## config.mk

```make
export PLATFORM = sky130hd
export DESIGN_NAME = spi_sclk_gen
export DESIGN_NICKNAME = d
export VERILOG_FILES = /design/src/rtl/spi_pkg.sv /design/src/rtl/spi_half_period_cnt.sv /design/src/rtl/spi_sclk_gen.sv
export SDC_FILE = /design/constraint.sdc
export NUM_CORES = 1
export LEC_CHECK = 0
export CORE_ASPECT_RATIO = 1.4
export CORE_MARGIN = 8
export CORE_UTILIZATION = 25
export CTS_BUF_LIST = sky130_fd_sc_hd__clkbuf_8
export CTS_CLUSTER_SIZE = 28
export DETAILED_ROUTE_END_ITERATION = 7
export SYNTH_ARGS = -nofsm -noshare
export SYNTH_HDL_FRONTEND = slang
export SYNTH_SLANG_ARGS = --single-unit
export TNS_END_PERCENT = 1
```

## constraint.sdc

```tcl
create_clock -name clk -period 2.7 [get_ports clk]
set_input_delay 0.675 -clock clk [delete_from_list [all_inputs] [get_ports clk]]
set_output_delay 0.675 -clock clk [all_outputs]
set_load 0.02 [all_outputs]
```

## src/rtl/spi_pkg.sv

```systemverilog
// ============================================================================
// spi_pkg : shared FSM state encoding and SPI mode numbering for spi_sclk_gen
// Revision: 1.0
// ============================================================================
`default_nettype none

package spi_pkg;

    localparam logic [1:0] ST_IDLE  = 2'd0;
    localparam logic [1:0] ST_LEAD  = 2'd1;
    localparam logic [1:0] ST_RUN   = 2'd2;
    localparam logic [1:0] ST_TRAIL = 2'd3;

    typedef enum logic [1:0] {
        IDLE  = ST_IDLE,
        LEAD  = ST_LEAD,
        RUN   = ST_RUN,
        TRAIL = ST_TRAIL
    } spi_state_t;

    // SPI mode number is {cpol, cpha}
    localparam logic [1:0] SPI_MODE0 = 2'b00;
    localparam logic [1:0] SPI_MODE1 = 2'b01;
    localparam logic [1:0] SPI_MODE2 = 2'b10;
    localparam logic [1:0] SPI_MODE3 = 2'b11;

    function automatic logic [1:0] spi_mode(input logic cpol, input logic cpha);
        return {cpol, cpha};
    endfunction

endpackage

`default_nettype wire

```

## src/rtl/spi_half_period_cnt.sv

```systemverilog
// ============================================================================
// spi_half_period_cnt : counts 0..div and flags expiry on the terminal count
// Revision: 1.0
// ============================================================================
`default_nettype none

module spi_half_period_cnt #(
    parameter int DIV_W = 8
) (
    input  logic             clk,
    input  logic             rst,
    input  logic             en,
    input  logic             clr,
    input  logic [DIV_W-1:0] div,
    output logic             expire
);

    localparam logic [DIV_W-1:0] c_one = DIV_W'(1);

    logic [DIV_W-1:0] r_cnt;

    assign expire = en && !clr && (r_cnt == div);

    always_ff @(posedge clk or posedge rst) begin
        if (rst) begin
            r_cnt <= '0;
        end else if (clr) begin
            r_cnt <= '0;
        end else if (en) begin
            r_cnt <= expire ? '0 : r_cnt + c_one;
        end
    end

endmodule

`default_nettype wire

```

## src/rtl/spi_sclk_gen.sv

```systemverilog
// ============================================================================
// spi_sclk_gen : SPI master serial-clock generator with sample/shift strobes
// Optional abort input enabled by defining SPI_SCLK_ABORT_EN.
// Revision: 1.0
// ============================================================================
`default_nettype none

module spi_sclk_gen
    import spi_pkg::*;
#(
    parameter int DIV_W  = 8,
    parameter int BITS_W = 6
) (
    input  logic              clk,
    input  logic              rst,
    input  logic              start,
    input  logic [DIV_W-1:0]  div,
    input  logic [BITS_W-1:0] nbits,
    input  logic              cpol,
    input  logic              cpha,
`ifdef SPI_SCLK_ABORT_EN
    input  logic              abort,
`endif
    output logic              sclk,
    output logic              sample_strb,
    output logic              shift_strb,
    output logic              busy,
    output logic              done
);

    localparam logic [BITS_W:0] c_edge_one = (BITS_W+1)'(1);

    spi_state_t        r_state;
    logic [DIV_W-1:0]  r_div;
    logic [BITS_W-1:0] r_nbits;
    logic              r_cpol;
    logic              r_cpha;
    logic [BITS_W:0]   r_edge_cnt;
    logic              r_sclk;
    logic              r_sample;
    logic              r_shift;
    logic              r_busy;
    logic              r_done;

    logic              w_accept;
    logic              w_abort;
    logic              w_clr;
    logic              w_expire;
    logic [BITS_W:0]   w_next_edge;
    logic              w_last_edge;

    // The done cycle is itself IDLE, so it is excluded here to force a gap
    assign w_accept    = (r_state == IDLE) && start && (nbits != '0) && !r_done;
`ifdef SPI_SCLK_ABORT_EN
    assign w_abort     = abort && (r_state != IDLE);
`else
    assign w_abort     = 1'b0;
`endif
    assign w_clr       = w_accept || w_abort;
    assign w_next_edge = r_edge_cnt + c_edge_one;
    assign w_last_edge = (w_next_edge == {r_nbits, 1'b0});

    spi_half_period_cnt #(
        .DIV_W (DIV_W)
    ) u_half_cnt (
        .clk    (clk),
        .rst    (rst),
        .en     (r_state != IDLE),
        .clr    (w_clr),
        .div    (r_div),
        .expire (w_expire)
    );

    always_ff @(posedge clk or posedge rst) begin
        if (rst) begin
            r_state    <= IDLE;
            r_div      <= '0;
            r_nbits    <= '0;
            r_cpol     <= 1'b0;
            r_cpha     <= 1'b0;
            r_edge_cnt <= '0;
            r_sclk     <= 1'b0;
            r_sample   <= 1'b0;
            r_shift    <= 1'b0;
            r_busy     <= 1'b0;
            r_done     <= 1'b0;
        end else begin
            r_sample <= 1'b0;
            r_shift  <= 1'b0;
            r_done   <= 1'b0;
            if (w_abort) begin
                r_state    <= IDLE;
                r_busy     <= 1'b0;
                r_sclk     <= r_cpol;
                r_edge_cnt <= '0;
            end else begin
                case (r_state)
                    IDLE: begin
                        r_sclk <= cpol;
                        if (w_accept) begin
                            r_div      <= div;
                            r_nbits    <= nbits;
                            r_cpol     <= cpol;
                            r_cpha     <= cpha;
                            r_edge_cnt <= '0;
                            r_busy     <= 1'b1;
                            r_state    <= LEAD;
                        end
                    end
                    LEAD: begin
                        if (w_expire) begin
                            r_state <= RUN;
                        end
                    end
                    RUN: begin
                        if (w_expire) begin
                            r_sclk     <= ~r_sclk;
                            r_edge_cnt <= w_next_edge;
                            // Odd edge numbers are leading edges
                            if (w_next_edge[0]) begin
                                if (r_cpha) r_shift  <= 1'b1;
                                else        r_sample <= 1'b1;
                            end else begin
                                if (r_cpha)            r_sample <= 1'b1;
                                else if (!w_last_edge) r_shift  <= 1'b1;
                            end
                            if (w_last_edge) begin
                                r_edge_cnt <= '0;
                                r_state    <= TRAIL;
                            end
                        end
                    end
                    TRAIL: begin
                        if (w_expire) begin
                            r_state <= IDLE;
                            r_busy  <= 1'b0;
                            r_done  <= 1'b1;
                        end
                    end
                    default: r_state <= IDLE;
                endcase
            end
        end
    end

    assign sclk        = r_sclk;
    assign sample_strb = r_sample;
    assign shift_strb  = r_shift;
    assign busy        = r_busy;
    assign done        = r_done;

endmodule

`default_nettype wire

```

Word level (Yosys, flattened, before mapping)
Cells that the tools add are included.
{"block": "word_totals", "inputBits": 19, "reg_bits": 37, "word_cells": 72, "out_inout_bits": 5}
{"block": "classes", "bitwise_logic": 1, "n_mux": 30, "reduce_logical": 18, "eq_ne": 10, "addsub": 2}
{"operator": "8-bit 2-to-1 mux", "n": 3}
{"operator": "7-bit 2-to-1 mux", "n": 3}
{"operator": "1-bit 2-to-1 mux", "n": 15}
{"operator": "7-bit one-hot mux with 2 select lines", "n": 1}
{"operator": "2-bit 2-to-1 mux", "n": 5}
{"operator": "8-bit by 1-bit adder with 8-bit output (second input constant)", "n": 1}
{"operator": "8-bit == test", "n": 1}
{"operator": "2-bit by 1-bit != test with 1-bit output (second input constant)", "n": 4}
{"operator": "2-bit one-hot mux with 4 select lines", "n": 1}
{"operator": "2-bit nonzero test", "n": 4}
{"operator": "7-bit by 1-bit adder with 7-bit output (second input constant)", "n": 1}
{"operator": "7-bit == test", "n": 1}
{"operator": "3-bit AND reduction", "n": 2}
{"operator": "6-bit nonzero test", "n": 1}
{"operator": "1-bit logical AND", "n": 5}
{"operator": "5-bit AND reduction", "n": 1}
{"operator": "2-bit == test (second input constant)", "n": 2}
{"operator": "1-bit one-hot mux with 2 select lines", "n": 2}
{"operator": "2-bit AND reduction", "n": 2}
{"operator": "2-bit by 1-bit == test with 1-bit output (second input constant)", "n": 1}
{"operator": "1-bit logical NOT", "n": 2}
{"operator": "2-bit logical NOT", "n": 1}
{"operator": "2-bit != test (second input constant)", "n": 1}
{"operator": "1-bit NOT", "n": 1}

Logic depth before layout (Yosys ltp)
Gate-level depths: netlist of run 1.
{"block": "depth", "ltp_word": 10, "depth_mapped": 8}

Hierarchy
From an unflattened synthesis of run 1, not the netlist that was laid out.
{"block": "unflattened", "cells_unflattened": 194, "area_unflattened_um2": 2059.5}
{"module": "spi_sclk_gen", "seq_area_each_um2": 725.7, "instances": 1, "area_each_um2": 1542.7, "cells_per_inst": 137}
{"module": "spi_half_period_cnt", "seq_area_each_um2": 200.2, "instances": 1, "area_each_um2": 516.7, "cells_per_inst": 57}

Worst setup path before layout of run 1
Ideal clock, no wire load.
{"block": "synth_path", "path_kind": "input to register", "startpoint": "input nbits[0]", "endpoint": "register r_state[1]", "setup_time_ns": 0.128, "path_stages": 6, "setup_slack_ns": 0.428, "required_time_ns": 2.572, "n_path_buf": 0, "arrival_time_ns": 2.144, "path_cell_list": "or4_1 > nor3_2 > o21ai_1 > a21oi_1 > a21oi_2 > mux2_1"}
{"block": "synth_via", "elab_chain_len": 8, "word_cells_on_any_way": 11, "classes_between": "4 x eq/ne; 7 x reduce/logical"}
{"item": "from (decl)", "line": "spi_sclk_gen.sv:18", "source": "input logic [BITS_W-1:0] nbits,"}
{"item": "6-bit nonzero test *", "line": "spi_sclk_gen.sv:53", "source": "assign w_accept = (r_state == IDLE) && start && (nbits != '0) && !r_done;"}
{"item": "1-bit logical AND * (2 in a row)", "line": "spi_sclk_gen.sv:53"}
{"item": "1-bit logical NOT", "line": "spi_half_period_cnt.sv:22", "source": "assign expire = en && !clr && (r_cnt == div);"}
{"item": "1-bit logical AND (2 in a row)", "line": "spi_half_period_cnt.sv:22"}
{"item": "2-bit by 1-bit != test with 1-bit output (no line)"}
{"item": "5-bit AND reduction (no line) *"}
{"item": "to (signal assigned)", "line": "spi_sclk_gen.sv:76", "source": "r_state <= IDLE;"}
{"item": "to (signal assigned)", "line": "spi_sclk_gen.sv:92", "source": "r_state <= IDLE;"}
{"item": "to (signal assigned)", "line": "spi_sclk_gen.sv:107", "source": "r_state <= LEAD;"}
{"item": "to (decl)", "line": "spi_sclk_gen.sv:33", "source": "spi_state_t r_state;"}
Mark *: on every way between the ends. The rest lies on a longest branch, timed or not.
A chain may end at the register's enable or synchronous reset.

Final worst setup path of run 1
{"block": "layout_path", "startpoint": "input nbits[0]", "endpoint": "register u_half_cnt.r_cnt[5]"}
{"block": "layout_via", "elab_chain_len": 9, "word_cells_on_any_way": 10, "classes_between": "3 x mux; 7 x reduce/logical"}
{"item": "6-bit nonzero test *", "line": "spi_sclk_gen.sv:53"}
{"item": "1-bit logical AND * (2 in a row)", "line": "spi_sclk_gen.sv:53"}
{"item": "1-bit logical NOT", "line": "spi_half_period_cnt.sv:22"}
{"item": "1-bit logical AND (2 in a row)", "line": "spi_half_period_cnt.sv:22"}
{"item": "8-bit 2-to-1 mux", "line": "spi_half_period_cnt.sv:30", "source": "r_cnt <= expire ? '0 : r_cnt + c_one;"}
{"item": "8-bit 2-to-1 mux", "line": "spi_half_period_cnt.sv:29", "source": "end else if (en) begin"}
{"item": "8-bit 2-to-1 mux", "line": "spi_half_period_cnt.sv:27", "source": "end else if (clr) begin"}
{"item": "to (signal assigned)", "line": "spi_half_period_cnt.sv:30"}
{"item": "to (decl)", "line": "spi_half_period_cnt.sv:20", "source": "logic [DIV_W-1:0] r_cnt;"}
Mark *: on every way between the ends. The rest lies on a longest branch, timed or not. The select of a mux whose other input is x is not followed.

==> run summary, run 1 <==
Status -> completed
Initial antenna violation count -> 0
Global-route wire length before repair -> 7560 µm
Worst EP arrival -> 2.67 ns
Worst Slack Setup Final -> 0.236 ns
Design area -> 0.00245 mm²
# hold bufs at CTS -> 0
Worst-case clock buffer depth -> 2
Ratio of cells with drive above 1 in the final layout -> 0.164
Pin count of the biggest net entering global routing -> 38
Root Driver -> clkbuf_8
MaxCap Viol Count -> 0
Count of different cell masters after synthesis -> 43
Final period utilization -> 0.913
YS warnings -> 0
# diodes -> 0
Num CTS Buffers -> 5
Final Max Slew Viols -> 0
Unrepaired setup endpoints after global routing -> no
WL final -> 4440 µm
Post-CTS Setup Bufs -> 0
Clk_skew -> 0.00693 ns
Post-synth ARST share -> 1.00
Global placement routability congestion -> 0.792
HPWL after DPL -> 3440 µm
Worst Hold Launch -> sclk$_DFFE_PP0P_
Post-route setup TNS -> 0 ns
Critical path type -> input port to flip-flop
Rel. slew slack -> 0.657
Sequential-to-total area share from yosys stat -> 0.475
Mapped Area -> 0.00195 mm²
Number of flops mapped to enable cells by yosys -> 0
R2r endpoint -> r_state[1]$_DFFE_PP0P_
I/O pin total -> 24
H-tree levels -> 2
Min Tclk post-route -> 2.46 ns
Worst R2R Setup Slack -> 0.25 ns
PortBufs -> 23
Post-DRT Antenna Nets -> 0
Mapped Avg Cell Area -> 10.7 µm²
Clk sinks -> 37
Fin. Hold Viols -> 0
Initial DRC count -> 44
WL/cell -> 13.9 µm
Cts repair resizes -> 0
Fmax -> 406 MHz
Post-DP Area -> 0.00236 mm²
Total number of vias -> 1472
#FFs+latches synth -> 37
Synth Flop Type -> dfrtp_1
Most common cell after layout, fill and taps aside -> dfrtp_1
# setup viols final -> 0
Cells after DPL -> 311
RR Startpoint -> r_edge_cnt[0]$_DFFE_PP0P_
Net Count, Synth -> 208
Die Ht -> 121 µm
Site Rows -> 38
CP Max Fanout -> 9
Clock tree from TritonCTS -> yes
WHS Endpoint -> sclk$_DFFE_PP0P_
PwrDens -> 883 mW/mm²
Gate Count Post-Synth -> 182
Vias in the first global route -> 1569
CP startpoint kind -> input port
CP required -> 2.90 ns
Commonest non-fill, non-tap cells in the layout -> dfrtp_1, clkdlybuf4s50_1, xnor2_1
R2R depth -> 7
Final #Nets -> 244
Worst vdd ir -> 0.000289 V
Layout Cells excl Fill -> 319
Dpl ws -> -0.108 ns
Vias/cell -> 4.61
Die area -> 0.0109 mm²
GR Util All Layers -> 0.0859
Pleak -> 1.01 nW
DIE WIDTH -> 90.7 µm
Drt first pass iters -> 4
CP endpoint kind -> flip-flop
Clock Latency Late Sink -> 0.29 ns
Fin util -> 0.321
Core Box Area -> 0.00765 mm²
Hold WC Path Type -> flip-flop to flip-flop
Initial Util -> 0.255
Worst-path clk slew -> 0.08 ns
Least-Margin Pin Slew -> 0.508 ns
DRC -> 0
Area growth syn-to-layout -> 25.8%
Grt ovf -> 0
Worst Hold Depth -> 1
through the flow:
step           hold WS (ns)  power (mW)
3_5_place_dp          0.483        1.79
2_1_floorplan         0.471        1.50
3_3_place_gp          0.483        1.77
5_1_grt               0.521        2.33
6_report              0.492        2.17
4_1_cts               0.495        2.20
kinds of logic (layout without fill, tap and decap cells):
family                   after synthesis  count (layout)  synth area share
AND/OR/NAND/NOR                       60              60             0.160
XOR/XNOR                              23              23             0.107
multiplexers                          14              14            0.0802
adder cells (fa/ha/maj)                7               7            0.0449
buffers and inverters                 15              52            0.0295
AO/OA/AOI/OAI                         26              26             0.103
flip-flops                            37              37             0.475
synthesized netlist by cell type, types with 2 or more instances:
master	n	area share
nand4_1	6	0.019
mux2_2	12	0.069
o22ai_1	2	0.0064
a21oi_1	4	0.010
nor3_2	2	0.010
nand2_1	11	0.021
and3_1	3	0.0096
a22o_1	3	0.013
clkbuf_1	3	0.0058
nor3_1	4	0.010
nor2_1	13	0.025
dfrtp_1	37	0.47
o21ai_0	5	0.013
nor4_1	2	0.0064
ha_1	7	0.045
xor2_1	7	0.031
nand3_1	10	0.026
inv_1	11	0.021
and2_1	2	0.0064
xnor2_1	15	0.067
state kept, by name, indices dropped and copies added, names as in the netlist, 2 cells and up:
register	count
r_nbits	6
r_edge_cnt	7
r_state	2
r_div	8
u_half_cnt.r_cnt	8
routing by layer:
metal	part of all wire	wire (µm)	vias up	track usage
li1	-	-	710	-
met1	0.43	1930	726	0.0953
met2	0.51	2260	30	0.148
met3	0.040	178	6	0.0273
met4	0.016	72	0	0.0376
met5	0	0	-	0
worst max path at each step:
| stage | end | slack [ns] | startpoint | cells past startpoint |
|---|---|---|---|---|
| after floorplan | r_state[1]$_DFFE_PP0P_ | 0.43 | nbits[0] | 6 |
| after global placement | u_half_cnt.r_cnt[5]$_DFFE_PP0P_ | -0.06 | nbits[0] | 7 |
| after detailed placement | u_half_cnt.r_cnt[5]$_DFFE_PP0P_ | -0.11 | nbits[0] | 7 |
| after CTS | r_state[1]$_DFFE_PP0P_ | 0.22 | r_edge_cnt[0]$_DFFE_PP0P_ | 7 |
| after global routing | u_half_cnt.r_cnt[5]$_DFFE_PP0P_ | 0.11 | nbits[0] | 7 |
| final | u_half_cnt.r_cnt[5]$_DFFE_PP0P_ | 0.24 | nbits[0] | 7 |
power breakdown:
group | switching [mW] | internal (mW) | total [mW]
combinational | 0.410 | 0.465 | 0.876
sequential | 0.166 | 0.731 | 0.897
clock | 0.213 | 0.183 | 0.396
total | 0.789 | 1.38 | 2.17
critical path, cell delays in order:
cell	delay, ns
clkdlybuf4s50_1	0.42
or4_1	0.54
nor3_2	0.21
nor3_2	0.07
buf_4	0.17
or2_0	0.31
a311oi_1	0.27
layout make-up:
cell class              count  area (µm²)
well taps                 100         125
repair buffers             33         305
clock inverters             3        21.3
fillers                   785        5200
clock buffers               5        68.8
inverters                  11        41.3
flip-flops and latches     37         926
multi-input cells         130         967
Note: power is estimated with default switching activity, not from simulation.
==> run 2, diff against run 1 <==
CTS_CLUSTER_SIZE = not set   (was 28)
==> results of run 2 <==
Same layout as run 1: the final DEF is identical, and so are final timing and power.
==> run 3, diff against run 2 <==
PLACE_DENSITY_LB_ADDON = 0.3   (was not set)
==> run summary, run 3 (same netlist as run 1, synthesis figures left out) <==
Status -> completed
Top flop regs -> r_div: 8 flops, u_half_cnt.r_cnt: 8 flops, r_edge_cnt: 7 flops
Root Driver -> clkbuf_8
Rel. slew slack -> 0.645
Initial DRC count -> 44
Clk_skew -> 0.0101 ns
Worst Slack Setup Final -> 0.334 ns
Dpl ws -> 0.0427 ns
Worst EP arrival -> 2.55 ns
Hold WC Path Type -> flip-flop to flip-flop
Num CTS Buffers -> 5
Clock tree from TritonCTS -> yes
Psw -> 0.789 mW
R2R depth -> 7
Commonest non-fill, non-tap cells in the layout -> dfrtp_1, clkdlybuf4s50_1, xnor2_1
CP endpoint kind -> flip-flop
Global-route wire length before repair -> 7510 µm
DRC -> 0
Worst vdd ir -> 0.000416 V
Drt first pass iters -> 4
Min Tclk post-route -> 2.37 ns
# hold bufs at CTS -> 0
Pin count of the biggest net entering global routing -> 38
Die Ht -> 121 µm
Total number of vias -> 1429
Initial antenna violation count -> 0
Sequential share of power -> 0.397
GR Util All Layers -> 0.0869
HPWL after DPL -> 3310 µm
Vias in the first global route -> 1574
Grt ovf -> 0
Comb pwr share -> 0.385
Worst R2R Setup Slack -> 0.34 ns
Post-CTS Setup Bufs -> 0
PwrDens -> 906 mW/mm²
Post-DRT Antenna Nets -> 0
I/O pin total -> 24
DIE WIDTH -> 90.7 µm
Site Rows -> 38
CP required -> 2.89 ns
Most common cell after layout, fill and taps aside -> dfrtp_1
Cells after DPL -> 312
WHS Endpoint -> sclk$_DFFE_PP0P_
Fmax -> 423 MHz
Die area -> 0.0109 mm²
MaxCap Viol Count -> 0
CP startpoint kind -> input port
Ratio of cells with drive above 1 in the final layout -> 0.173
Clk sinks -> 37
PortBufs -> 23
Unrepaired setup endpoints after global routing -> no
H-tree levels -> 2
Final period utilization -> 0.876
Post-route setup TNS -> 0 ns
Worst-case clock buffer depth -> 2
Pleak -> 1.03 nW
Worst Hold Depth -> 1
Global placement routability congestion -> 0.810
Least-Margin Pin Slew -> 0.525 ns
R2r endpoint -> r_state[1]$_DFFE_PP0P_
Int Power -> 1.47 mW
Clock Latency Late Sink -> 0.30 ns
Switch share -> 0.349
RR Startpoint -> r_edge_cnt[0]$_DFFE_PP0P_
Vias/cell -> 4.47
Worst Hold Launch -> sclk$_DFFE_PP0P_
WL final -> 4320 µm
Final #Nets -> 245
Final Max Slew Viols -> 0
Area growth syn-to-layout -> 27.8%
Cts repair resizes -> 0
Fin. Hold Viols -> 0
Worst-path clk slew -> 0.08 ns
Initial Util -> 0.255
Critical path type -> input port to flip-flop
Core Box Area -> 0.00765 mm²
Layout Cells excl Fill -> 320
# diodes -> 0
CP Max Fanout -> 3
# setup viols final -> 0
Clock power frac -> 0.218
Fin util -> 0.326
WL/cell -> 13.5 µm
## run 3: routing by layer
layer / track usage / wire length [µm] / up-vias / share of wire
met5: 0 / 0 / - / 0
met4: 0.0408 / 85 / 0 / 0.020
met3: 0.0236 / 153 / 6 / 0.035
met2: 0.149 / 2200 / 19 / 0.51
met1: 0.0977 / 1880 / 682 / 0.44
li1: - / - / 722 / -
## run 3: metrics by stage
step / area [µm²] / hold WS (ns) / power (mW)
2_1_floorplan: 1950 / 0.471 / 1.50
3_3_place_gp: 2380 / 0.479 / 1.78
3_5_place_dp: 2380 / 0.478 / 1.79
4_1_cts: 2490 / 0.489 / 2.30
5_1_grt: 2490 / 0.540 / 2.43
6_report: 2490 / 0.487 / 2.26
## run 3: cell type report
cell class	count	area [µm²]
Tap cell	100	125
Multi-Input combinational cell	130	973
Timing Repair Buffer	34	313
Clock inverter	3	46.3
Fill cell	787	5160
Inverter	11	41.3
Sequential cell	37	926
Clock buffer	5	68.8
## run 3: worst max-delay path by stage
| stage | from | endpoint | depth (start not counted) |
|---|---|---|---|
| after floorplan | nbits[0] | r_state[1]$_DFFE_PP0P_ | 6 |
| after global placement | nbits[0] | r_state[1]$_DFFE_PP0P_ | 7 |
| after detailed placement | nbits[0] | r_state[1]$_DFFE_PP0P_ | 7 |
| after CTS | r_edge_cnt[0]$_DFFE_PP0P_ | r_state[1]$_DFFE_PP0P_ | 7 |
| after global routing | r_edge_cnt[0]$_DFFE_PP0P_ | r_state[1]$_DFFE_PP0P_ | 7 |
| final | nbits[0] | r_state[1]$_DFFE_PP0P_ | 7 |
## run 3: worst max-delay path, cell delays in order
cell,delay (ns)
clkdlybuf4s50_1,0.43
or4_1,0.55
nor3_2,0.17
o21ai_1,0.12
a21oi_1,0.23
a21oi_2,0.06
mux2_1,0.32
## run 3: power by group through the flow
stage / registers [mW] / clock network [mW] / logic [mW]
4_1_cts: 0.900 / 0.511 / 0.887
5_1_grt: 0.926 / 0.531 / 0.973
3_5_place_dp: 0.911 / 0 / 0.882
2_1_floorplan: 0.871 / 0 / 0.624
3_3_place_gp: 0.910 / 0 / 0.872
6_report: 0.896 / 0.493 / 0.869
==> variant (flow settings as in run 2) <==
Change the parameter `BITS_W` from 6 to 12.
--- a/src/rtl/spi_sclk_gen.sv
+++ b/src/rtl/spi_sclk_gen.sv
@@ -9,7 +9,7 @@
     import spi_pkg::*;
 #(
     parameter int DIV_W  = 8,
-    parameter int BITS_W = 6
+    parameter int BITS_W = 12
 ) (
     input  logic              clk,
     input  logic              rst,
Ports: changed (resized nbits); port bits go from 24 to 30. No check against the original RTL was run, so the function may have changed too.
==> variant against run 2 <==
Synthesized area is 42% higher; sequential cell count is 12 higher; total power is 39% higher; first-iteration DRC count is 66% higher; final area is 39% higher; sequential share of layout area is 1.9 points lower; routed wire length is 50% higher; combinational power is 61% higher; cell count is 41% higher; worst setup slack worse by 160 ps; critical path type is now reg -> reg; critical endpoint is now r_state[1]; largest power group is now combinational cells; highest routed layer unchanged.
==> variant: results (changes against run 2) <==
The fraction of synthesized cell area in xor and xnor cells came to 0.09823 (was 0.1071). The sequential logic power came out at 1190 uW (was 897 uW). The switching power of the nets was 1123 uW (was 789.1 uW). Result of the run: completed (unchanged). The met2 layer wire length in the routed design came to 3.534 mm (was 2.257 mm).

Commonest cells in the synthesized netlist: sky130_fd_sc_hd__dfrtp_1 (49), sky130_fd_sc_hd__mux2_2 (22), sky130_fd_sc_hd__nor2_1 (20), sky130_fd_sc_hd__nand2_1 (17), sky130_fd_sc_hd__xnor2_1 (16) (was sky130_fd_sc_hd__dfrtp_1 (37), sky130_fd_sc_hd__xnor2_1 (15), sky130_fd_sc_hd__nor2_1 (13), sky130_fd_sc_hd__mux2_2 (12)). The count of cell types in the netlist was 50 (was 43). The critical-path cell with the highest stage delay is sky130_fd_sc_hd__or4_4 (was sky130_fd_sc_hd__or4_1). The maximum vdd ir drop was 0.4687 mV (was 0.2894 mV). The leakage component of the power is 0.001423 uW (was 0.001014 uW). The number of nets in the final layout came out at 342 (was 244). Top flop regs: r_edge_cnt (13), r_nbits (12) (was r_div (8), u_half_cnt.r_cnt (8), r_edge_cnt (7)). The transition time of the tightest slew-check pin came to 599.4 ps (was 508.0 ps). The number of design-rule violations left by the first detailed-router iteration is 73 (was 44). The routed length per instance is 14.82 um (was 13.90 um).

The worst clock skew came out at 13.77 ps (was 6.930 ps). The largest fanout on the critical path came to 4 (was 9). The met1 capacity usage during global routing came out at 0.09989 (was 0.09533). The count of input and output buffers came out at 29 (was 23).

The power density over the cells is 878.8 nW/um^2 (was 883.2 nW/um^2). The mean number of vias per cell came to 4.862 (was 4.614). The clock latency reported for the late side of the worst-skew pair came out at 310 ps (was 290 ps). The post-synthesis share of cell area spent on full adders, half adders and majority gates came out at 0.03169 (was 0.04490). The worst hold path startpoint is r_nbits[9] (was sclk).

The mux cell area share after synthesis came out at 0.09733 (was 0.08018). The area fraction in compound gates after synthesis is 0.1159 (was 0.1033). The count of placed standard cells in the final layout, fillers left out came out at 450 (was 319). The routability congestion estimate came out at 0.8825 (was 0.7923). The final hold slack came to 530.2 ps (was 492.4 ps).

The via count of the first global-routing pass is 2320 (was 1569). The first-pass GRT wire length was 11.18 mm (was 7.555 mm). The total global-route track usage is 0.09404 (was 0.08595).

The post-detailed-placement half-perimeter wirelength was 5.208 mm (was 3.444 mm). The combinational power is 1410 uW (was 876 uW). The total placed cells including tap cells is 443 (was 311).

The global routing usage on met3 is 0.01377 (was 0.02730). The arrival time at the worst endpoint is 2820 ps (was 2670 ps). Dominant cells by area after synthesis: sky130_fd_sc_hd__dfrtp_1 (44%), sky130_fd_sc_hd__mux2_2 (9.0%), sky130_fd_sc_hd__xnor2_1 (5.1%) (was sky130_fd_sc_hd__dfrtp_1 (47%), sky130_fd_sc_hd__mux2_2 (6.9%), sky130_fd_sc_hd__xnor2_1 (6.7%)). The share of final-layout standard cells stronger than drive strength 1 came to 0.1974 (was 0.1644).

The pin count of the biggest net entering global routing came out at 22 (was 38).
==> variant: changes by cell type after synthesis, moves of 6 or more <==
cell                      delta
sky130_fd_sc_hd__dfrtp_1    +12
sky130_fd_sc_hd__mux2_2     +10
sky130_fd_sc_hd__xor2_1      +8
sky130_fd_sc_hd__nor2_1      +7
sky130_fd_sc_hd__a22o_1      +6
sky130_fd_sc_hd__and3_1      +6
sky130_fd_sc_hd__nand2_1     +6
==> variant: logic make-up (layout without fill, tap and decap cells) <==
logic type	count (synthesis)	in the layout
adder cells (fa/ha/maj)	7	7
AO/OA/AOI/OAI	45	45
flip-flops	49	49
XOR/XNOR	31	31
multiplexers	24	24
AND/OR/NAND/NOR	91	91
buffers and inverters	20	62
==> variant: worst max path at each step <==
stage	from	endpoint	slack, ps	depth (start not counted)
final	r_edge_cnt[0]	r_state[1]	70	9
after global routing	r_edge_cnt[4]	r_state[1]	0.7	7
after detailed placement	nbits[8]	r_edge_cnt[0]	-250	8
after global placement	nbits[11]	r_edge_cnt[0]	-210	8
after CTS	r_edge_cnt[0]	r_state[1]	30	8
after floorplan	r_edge_cnt[0]	r_state[1]	150	8
==> variant: area by class of cell <==
| class | count | area (um^2) |
|---|---|---|
| inverter | 6 | 22.52 |
| fill | 1149 | 7388 |
| clock buffer | 5 | 68.82 |
| tap | 141 | 176.4 |
| timing repair buffer | 50 | 464.2 |
| clock inverter | 1 | 5.005 |
| sequential | 49 | 1226 |
| multi-input combinational | 198 | 1459 |
==> variant: metrics by stage <==
| step | worst slack (ps) | area (um^2) |
|---|---|---|
| 4_1_cts | 32.02 | 3396 |
| 3_3_place_gp | -208.7 | 3322 |
| 2_1_floorplan | 150.7 | 2764 |
| 3_5_place_dp | -249.1 | 3322 |
| 6_report | 74.34 | 3422 |
| 5_1_grt | 0.7341 | 3422 |
